[src/rtl/ram_seq_reader_pkg.sv]
// rtl/ram_seq_reader_pkg.sv - shared widths and state encoding for the sequential RAM reader
//
// Purpose: single home for the address/data widths and the reader FSM state type,
// imported by ram_seq_reader.
package ram_seq_reader_pkg;

    localparam int ADDR_W = 8;
    localparam int DATA_W = 8;

    // Remaining-word counter needs one extra bit so a full 256-word burst fits.
    localparam int REM_W = ADDR_W + 1;

    typedef enum logic [2:0] {
        ST_IDLE  = 3'd0,
        ST_FETCH = 3'd1,
        ST_WAIT  = 3'd2,
        ST_VALID = 3'd3,
        ST_DONE  = 3'd4
    } state_t;

    // Burst length as loaded into the remaining counter: 0 encodes 256 words.
    function automatic logic [REM_W-1:0] burst_words(input logic [ADDR_W-1:0] len);
        burst_words = (len == '0) ? REM_W'(1 << ADDR_W) : {1'b0, len};
    endfunction

endpackage

[src/rtl/ram_seq_reader.sv]
// rtl/ram_seq_reader.sv - burst reader walking a synchronous RAM and presenting words with a valid/ready handshake
//
// Purpose: on start, reads `length` consecutive words (0 = 256) beginning at
// base_addr from a one-cycle-latency synchronous RAM, wrapping modulo 256, and
// hands each word to a consumer with dout_valid/dout_ready. One word per three
// cycles when the consumer never stalls.
//
// Ports:
//   clk        in   rising-edge clock
//   reset      in   synchronous active-high reset
//   start      in   burst request, honoured only while idle
//   base_addr  in   first RAM address of the burst
//   length     in   word count, 0 means 256
//   mem_addr   out  RAM address (the internal address register)
//   mem_q      in   RAM read data, one edge after mem_addr is sampled
//   dout       out  registered read word
//   dout_addr  out  address dout was read from
//   dout_valid out  dout/dout_addr hold an unaccepted word
//   dout_ready in   consumer accepts when high with dout_valid
//   busy       out  high whenever a burst is in progress
//   done       out  one-cycle pulse after the last word is accepted
module ram_seq_reader
    import ram_seq_reader_pkg::*;
(
    input  logic              clk,
    input  logic              reset,
    input  logic              start,
    input  logic [ADDR_W-1:0] base_addr,
    input  logic [ADDR_W-1:0] length,
    output logic [ADDR_W-1:0] mem_addr,
    input  logic [DATA_W-1:0] mem_q,
    output logic [DATA_W-1:0] dout,
    output logic [ADDR_W-1:0] dout_addr,
    output logic              dout_valid,
    input  logic              dout_ready,
    output logic              busy,
    output logic              done
);

    state_t            r_state;
    logic [ADDR_W-1:0] r_addr;
    logic [REM_W-1:0]  r_remaining;
    logic [DATA_W-1:0] r_dout;
    logic [ADDR_W-1:0] r_dout_addr;
    logic              r_dout_valid;
    logic              r_busy;
    logic              r_done;

    logic              w_handshake;
    logic              w_last_word;

    assign w_handshake = r_dout_valid && dout_ready;
    assign w_last_word = (r_remaining == REM_W'(1));

    always_ff @(posedge clk) begin
        if (reset) begin
            r_state      <= ST_IDLE;
            r_addr       <= '0;
            r_remaining  <= '0;
            r_dout       <= '0;
            r_dout_addr  <= '0;
            r_dout_valid <= 1'b0;
            r_busy       <= 1'b0;
            r_done       <= 1'b0;
        end else begin
            case (r_state)
                ST_IDLE: begin
                    // base_addr/length are captured only here, so later changes
                    // cannot disturb a burst already under way.
                    if (start) begin
                        r_addr      <= base_addr;
                        r_remaining <= burst_words(length);
                        r_busy      <= 1'b1;
                        r_state     <= ST_FETCH;
                    end
                end

                // RAM samples mem_addr at the closing edge of FETCH.
                ST_FETCH: begin
                    r_state <= ST_WAIT;
                end

                // mem_q now carries the word for r_addr; latch it with its address.
                ST_WAIT: begin
                    r_dout       <= mem_q;
                    r_dout_addr  <= r_addr;
                    r_dout_valid <= 1'b1;
                    r_state      <= ST_VALID;
                end

                ST_VALID: begin
                    if (w_handshake) begin
                        r_dout_valid <= 1'b0;
                        if (w_last_word) begin
                            r_remaining <= '0;
                            r_done      <= 1'b1;
                            r_state     <= ST_DONE;
                        end else begin
                            r_addr      <= r_addr + ADDR_W'(1);
                            r_remaining <= r_remaining - REM_W'(1);
                            r_state     <= ST_FETCH;
                        end
                    end
                end

                ST_DONE: begin
                    r_done  <= 1'b0;
                    r_busy  <= 1'b0;
                    r_state <= ST_IDLE;
                end

                default: begin
                    r_dout_valid <= 1'b0;
                    r_busy       <= 1'b0;
                    r_done       <= 1'b0;
                    r_state      <= ST_IDLE;
                end
            endcase
        end
    end

    assign mem_addr   = r_addr;
    assign dout       = r_dout;
    assign dout_addr  = r_dout_addr;
    assign dout_valid = r_dout_valid;
    assign busy       = r_busy;
    assign done       = r_done;

endmodule
[config.mk]
export PLATFORM = sky130hd
export DESIGN_NAME = ram_seq_reader
export DESIGN_NICKNAME = d
export VERILOG_FILES = /design/src/rtl/ram_seq_reader_pkg.sv /design/src/rtl/ram_seq_reader.sv
export SDC_FILE = /design/constraint.sdc
export NUM_CORES = 1
export LEC_CHECK = 0
export CAP_MARGIN = 0
export CORE_UTILIZATION = 45
export DETAILED_ROUTE_END_ITERATION = 12
export HOLD_SLACK_MARGIN = 0.08
export PLACE_DENSITY = 0.86
export REMOVE_ABC_BUFFERS = 1
export SLEW_MARGIN = 20
export SYNTH_ARGS = -nofsm -noshare
export SYNTH_HDL_FRONTEND = slang
export SYNTH_SLANG_ARGS = --single-unit
[constraint.sdc]
create_clock -name clk -period 1.9 [get_ports clk]
set_input_delay 0.38 -clock clk [delete_from_list [all_inputs] [get_ports clk]]
set_output_delay 0.38 -clock clk [all_outputs]
set_load 0.02 [all_outputs]
* Yosys cells after proc, flatten, opt, wreduce, memory -nomap -nowiden *
Cells that the tools add are included.

operators by class
  shifts and indexed selects = 0
  equal/unequal tests = 9
  reduce and logical (&&, ||, !) cells = 13
  multiply operators = 0
  bitwise gates (word level) = 3
  multiplexer cells = 20
  order comparisons = 0
  divide/modulo/power cells = 0
  add/sub/neg operators = 2

operator list
  operator                                                            number
  9-bit two-way mux                                                   4
  8-bit two-way mux                                                   3
  9-bit case mux with 2 select lines                                  1
  8-bit case mux with 2 select lines                                  1
  3-bit case mux with 4 select lines                                  1
  9-bit by 1-bit == test with 1-bit output, second input constant     1
  3-bit two-way mux                                                   3
  3-bit OR reduction                                                  3
  9-bit by 1-bit subtractor with 9-bit output, second input constant  1
  8-bit by 1-bit adder with 8-bit output, second input constant       1
  8-bit zero test                                                     1
  2-bit inequality test, second input constant                        4
  3-bit by 2-bit == test with 1-bit output, second input constant     2
  2-bit AND reduction                                                 3
  3-bit AND reduction                                                 2
  1-bit two-way mux                                                   4
  1-bit case mux with 2 select lines                                  2
  4-bit AND reduction                                                 1
  3-bit by 1-bit == test with 1-bit output, second input constant     1
  3-bit == test, second input constant                                1
  3-bit zero test                                                     1
  1-bit inverter                                                      3
  1-bit case mux with 3 select lines                                  1
  2-bit nonzero test                                                  1
  1-bit logical AND                                                   1

storage, ports and cells
  latch bits = 0
  input port bits = 28
  memory bits (read-only) = 0
  logic and storage cells = 55
  register bits = 39
  memories = 0
  memory bits (writable) = 0

* Logic depth before layout (Yosys ltp) *
Gate-level depths: netlist of run 1.

  word-level depth = 4
  gate-level depth with buffers = 7

* Least setup slack after synthesis of run 1 *
Ideal clock, no wire load.

  kind = register to register
  start point = register r_remaining[0]
  end point = register r_addr[0] (netlist: mem_addr[0])
  required time = 1781 ps
  slack = 187 ps
  data arrival time = 1594 ps
  cell stages (with the launch flop) = 6
  clock period less this slack = 1713 ps
  cells stage by stage = dfxtp_1 ha_1 or4b_4 o21ai_4 a221oi_1 o221a_1

between the ends
  word-level cells in the longest chain between the ends = 3

ends and longest elaborated chain
  element                                   RTL line               text
  from (decl)                               ram_seq_reader.sv:42   logic [REM_W-1:0] r_remaining;
  from (signal assigned)                    ram_seq_reader.sv:72   r_remaining <= burst_words(length);
  from (signal assigned)                    ram_seq_reader.sv:100  r_remaining <= r_remaining - REM_W'(1);
  9-bit by 1-bit == test with 1-bit output  ram_seq_reader.sv:53   assign w_last_word = (r_remaining == REM_W'(1));
  2-bit inequality test (no line)           -
  4-bit AND reduction (no line)             -
  to (signal assigned)                      ram_seq_reader.sv:71   r_addr <= base_addr;
  to (signal assigned)                      ram_seq_reader.sv:99   r_addr <= r_addr + ADDR_W'(1);
  to (decl)                                 ram_seq_reader.sv:41   logic [ADDR_W-1:0] r_addr;

Every way passes these cells.
A chain may end at the register's enable or synchronous reset.

* Worst setup path after layout of run 1 *
  start point = input start
  end point = register r_addr[3] (netlist: mem_addr[3])

between the ends
  word-level cells in the longest chain between the ends = 2

ends and longest elaborated chain
  element                          RTL line              text
  from (decl)                      ram_seq_reader.sv:27  input logic start,
  2-bit inequality test (no line)  -
  4-bit AND reduction (no line)    -

Every way passes these cells.

==> results of run 1 <==
[routing by layer]
layer,global-route usage (%),wire length (µm),vias to the layer above
li1,-,-,1046
met1,28.92,2275,1000
met2,41.67,2738,126
met3,5.833,467,9
met4,6.771,66,0
met5,0,0,-
[registers in the layout, indices dropped and copies added (netlist names)]
register and flops:
r_remaining 9, dout_valid 1, busy 1, r_state 3, mem_addr 8, dout 8
dout_addr 8, done 1
[where the power goes]
group | switching [mW] | total (mW) | internal (mW)
Sequential | 0.0753 | 0.955 | 0.880
Clock | 0.303 | 0.694 | 0.391
Combinational | 0.315 | 0.618 | 0.304
[logic make-up after synthesis]
group                    share of synthesized area, %
buffers and inverters                           5.366
flip-flops                                      39.39
AO/OA/AOI/OAI                                   28.98
AND/OR/NAND/NOR                                 23.23
multiplexers                                    1.136
adder cells (fa/ha/maj)                         1.894
[cell type report]
type / count / area (µm²)
Multi-Input combinational cell: 183 / 1105
Tap cell: 50 / 62.56
Clock buffer: 5 / 68.82
Clock inverter: 3 / 43.79
Fill cell: 357 / 1314
Inverter: 6 / 22.52
Timing Repair Buffer: 76 / 718.2
Sequential cell: 39 / 780.7
[what timing repair did]
action | CTS | global route
resized for setup | 0 | 1
hold endpoints to repair | 0 | 0
setup endpoints to repair | 0 | 4
[through the flow]
| step | utilization (%) | area [µm²] | total power [mW] | cells |
|---|---|---|---|---|
| 3_5_place_dp | 65.10 | 2679 | 1.575 | 353 |
| 5_1_grt | 68.08 | 2801 | 2.385 | 362 |
| 2_1_floorplan | - | 1898 | 1.280 | 227 |
| 4_1_cts | 67.83 | 2791 | 2.270 | 361 |
| 3_3_place_gp | 65.10 | 2679 | 1.559 | 353 |
| 6_report | 68.08 | 2801 | 2.268 | 362 |
[worst max-delay path, cell delays in order]
cell and delay (ns):
clkdlybuf4s50_1 0.49, or3b_1 0.42, buf_4 0.20, a21o_4 0.24, o32ai_1 0.30
[layout by cell type (no fill, tap or decap), types with 3 or more instances in the layout]
cell type	n
clkbuf_8	5
a211oi_1	8
a32o_1	5
a31oi_1	5
ha_1	3
inv_1	6
nor4_1	5
clkdlybuf4s50_1	54
dfxtp_1	39
o21ai_0	14
and4_1	3
a21oi_1	30
nor2_1	10
nand2_1	49
nor3_1	8
buf_4	21
o32ai_1	5
[worst min path at each step]
stage / to / startpoint / cells after the start
3_5_place_dp: dout[6] / dout[6] / 2
5_1_grt: dout_addr[3] / dout_addr[3] / 2
4_1_cts: dout[6] / dout[6] / 2
6_report: dout[0] / dout[0] / 2
3_3_place_gp: dout[1] / dout[1] / 2
2_1_floorplan: dout[0] / reset / 1
==> qor.txt, run 1 <==
Status: completed
WP data required: 2.09 ns
Port Buffer Count: 54
Cells after Synth: 245
Routed len/inst: 15.33 µm
Total Nets Final: 342
Fmax: 0.5449 GHz
Final ANT Viol Nets: 0
Worst reg2reg path depth: 6
DR DRC count: 0
Post CTS Setup Buffer Count: 0
Flops & latches, synth: 39
Crit Path Max Fanout: 10
Netlist cell types: 49
Maximum vdd drop: 348.1 µV
Starting Density: 48.16%
Vias in the first global route: 1870
Via Count: 2181
R2R Setup Slk: 0.09 ns
Layout Skew: 0.006240 ns
Hold WS: 0.4535 ns
CTS Buf Count: 5
Slew Limit Headroom: 60.55%
Crit path capture type: register
DP HPWL: 3857 µm
CTS tree: built
Leak Pwr: 1.033 nW
CP arrival: 2.03 ns
Min Clock Period, post-route: 1.835 ns
Post-synth top cells: nand2_1, dfxtp_1, a21oi_1, o21ai_0, nor2_1
Setup crit start kind: primary input
Core ar.: 4115 µm²
Worst reg2reg path startpoint: r_remaining[1]
Die area: 4674 µm²
Clk pin slew, worst setup/hold paths: 0.08 ns
Pin count of the biggest net entering global routing: 26
Root Driver: clkbuf_8
Setup TNS: 0 ns
Period utilization: 96.59%
Die Span X: 68.37 µm
Hold bufs inserted after CTS: 0
Synthesis-to-finish area growth: 41.35%
Synthesized area: 1982 µm²
Synthesis Warnings: 0
Std cell rows: 23
Worst setup path endpoint: mem_addr[3]
PnR worst setup slack: 0.06471 ns
Height of the die: 68.37 µm
GRT Total Usage: 23.95%
Slew Viols, Final: 0
Count leader, synth: nand2_1
Vias per cell: 6.025
Register area share after synthesis: 39.39%
Synth area leaders: dfxtp_1, nand2_1, a21oi_1
Share of the synthesized area in the top cell type: 39.39%
Gpl congestion: 0.8925
Grt total ovfl: 0
Hold Vio Cnt, Final: 0
Later-pin clock latency in the skew report: 0.30 ns
Critical Path Source: start
# Max-Cap Violations: 0
Worst Hold Class: register to register
Io pins: 55
# diodes: 0
Worst Max-Slew Pin Slew: 0.5903 ns
EDFF count, synth: 0
Worst-case clock buffer depth: 2
Critical Setup Path Class: primary input to register
1st-iter DRT viols: 242
Reg2reg end: mem_addr[4]
Count of final setup violators: 0
RSZ-0062 raised after global routing: no
DRT Pass-1 Iters: 4
Initial antenna violation count: 0
Ratio of cells with drive above 1 in the final layout: 13.14%
Ys async rst share: 0%
Syn avg cell area: 8.089 µm²
Power per cell area: 809.6 nW/µm²
Largest area contributor in the netlist: dfxtp_1
Drt total wl: 5548 µm
First-pass GRT wire length: 8411 µm
CTS sink cnt: 39
Top_reg_cell synth: dfxtp_1
Pre-CTS setup slack: -0.1834 ns
Depth of the CTS H-tree: 2
Power figures use the tool's default switching activity.
==> run 2, diff against run 1 <==
MAX_ROUTING_LAYER = met4   (was not set)
SKIP_CTS_REPAIR_TIMING = 1   (was not set)
SKIP_LAST_GASP = 1   (was not set)
==> qor.txt, run 2 (synthesis results as in run 1) <==
Port Buffer Count: 54 (unchanged)
Worst Hold Class: register to register
CTS Buf Count: 5 (unchanged)
Initial antenna violation count: 0 (unchanged)
Most common cell after layout, fill and taps aside: clkdlybuf4s50_1
Vias per cell: 5.760 (-4.4%)
Core ar.: 4115 µm² (unchanged)
CP arrival: 2.02 ns (about the same)
Worst Max-Slew Pin Slew: 0.5545 ns (-0.03575 ns)
Power per cell area: 807.2 nW/µm² (-0.29%)
Maximum vdd drop: 372.9 µV (+7.1%)
Die area: 4674 µm² (unchanged)
CTS tree: built
Leak Pwr: 1.022 nW (-1.1%)
Wl on met1: 2273 µm (about the same)
Clk pin slew, worst setup/hold paths: 0.08 ns (about the same)
Setup crit start kind: register
Layout Cells excl Fill: 359 (-0.83%)
Met2 wire len: 2436 µm (-11%)
Ratio of cells with drive above 1 in the final layout: 13.92% (+0.77 points)
Via Count: 2068 (-5.2%)
Pin count of the biggest net entering global routing: 26 (unchanged)
Hold Path Stages: 2 (unchanged)
1st-iter DRT viols: 188 (-22%)
# Max-Cap Violations: 0 (unchanged)
Grt total ovfl: 0 (unchanged)
Io pins: 55 (unchanged)
Top register by number of flip-flops: r_remaining
Final core utilization: 67.86% (-0.21 points)
Worst-case clock buffer depth: 2 (unchanged)
CTS sink cnt: 39 (unchanged)
Vias in the first global route: 1777 (-5.0%)
Gpl congestion: 0.9008 (+0.93%)
Later-pin clock latency in the skew report: 0.29 ns (about the same)
Tot Pwr: 2.254 mW (-0.60%)
Period utilization: 96.20% (-0.39 points)
Std cell rows: 23 (unchanged)
WP data required: 2.09 ns (about the same)
Slew Limit Headroom: 62.94% (+2.4 points)
Starting Density: 48.16% (unchanged)
Count of final setup violators: 0 (unchanged)
Height of the die: 68.37 µm (unchanged)
Max Used Layer: met4
Final ANT Viol Nets: 0 (unchanged)
Drt total wl: 5129 µm (-7.6%)
Critical Setup Path Class: register to register
Root Driver: clkbuf_8
Crit path capture type: register
Layout Skew: 0.007516 ns (+0.001276 ns)
Hold Vio Cnt, Final: 0 (unchanged)
Min Clock Period, post-route: 1.828 ns (-0.007462 ns)
Status: completed
Total Nets Final: 339 (-0.88%)
DRT Pass-1 Iters: 5 (+1)
Most frequent cells in the layout: clkdlybuf4s50_1, nand2_1, dfxtp_1
RSZ-0062 raised after global routing: no
WL met3: 333 µm (-29%)
Crit Path Max Fanout: 8 (-2)
Depth of the CTS H-tree: 2 (unchanged)
Max reg flops: 9 (unchanged)
DP HPWL: 3617 µm (-6.2%)
# diodes: 0 (unchanged)
Slew Viols, Final: 0 (unchanged)
Routed len/inst: 14.29 µm (-6.8%)
Placed cells: 350 (-0.85%)
Die Span X: 68.37 µm (unchanged)
GRT Total Usage: 24.21% (+0.27 points)
Worst reg2reg path depth: 6 (unchanged)
Synthesis-to-finish area growth: 40.91%
Fmax: 0.5471 GHz (+0.41%)
First-pass GRT wire length: 8086 µm (-3.9%)
DR DRC count: 0 (unchanged)
# fillers: 333 (-6.7%)
[run 2: path summary, 6_finish.rpt]
| kind | from | endpoint | slack (ns) |
|---|---|---|---|
| max reg2reg | r_remaining[1] | mem_addr[4] | 0.07 |
| max | r_remaining[1] | mem_addr[4] | 0.07 |
| min | dout[0] | dout[0] | 0.46 |
| min reg2reg | dout[0] | dout[0] | 0.46 |
[run 2: where the power goes]
group,switching (mW),internal [mW]
logic,0.299,0.301
clock network,0.306,0.391
registers,0.0762,0.881
total,0.681,1.57
[run 2: metrics by stage]
step / area, µm² / hold slack (ns) / setup TNS, ns / worst slack (ns)
3_5_place_dp: 2656 / 0.4470 / -2.029 / -0.1727
2_1_floorplan: 1898 / 0.4491 / -0.9023 / -0.1782
4_1_cts: 2769 / 0.4585 / 0 / 0.08381
6_report: 2793 / 0.4556 / 0 / 0.07217
3_3_place_gp: 2656 / 0.4422 / -1.578 / -0.1318
5_1_grt: 2793 / 0.4724 / 0 / 0.006626
[run 2: cell type report]
type                            count  area (µm²)  area share [%]
Clock buffer                        5       68.82           2.464
Clock inverter                      3       43.79           1.568
Inverter                            6       22.52          0.8065
Multi-Input combinational cell    182        1109           39.70
Sequential cell                    39       783.3           28.05
Tap cell                           50       62.56           2.240
Timing Repair Buffer               74       703.2           25.18
[run 2: critical path, cell delays in order, from the launching register on]
cell and delay (ns):
dfxtp_2 0.33, inv_2 0.05, ha_2 0.16, or4b_4 0.50
o21ai_4 0.32, a211oi_2 0.13, o221a_1 0.24
[run 2: layer usage]
layer  vias to the layer above  GRT usage, %
met3                         9         6.167
met4                         0         10.68
met1                       952         28.63
met2                        74         38.48
met5                         -             -
li1                       1033             -
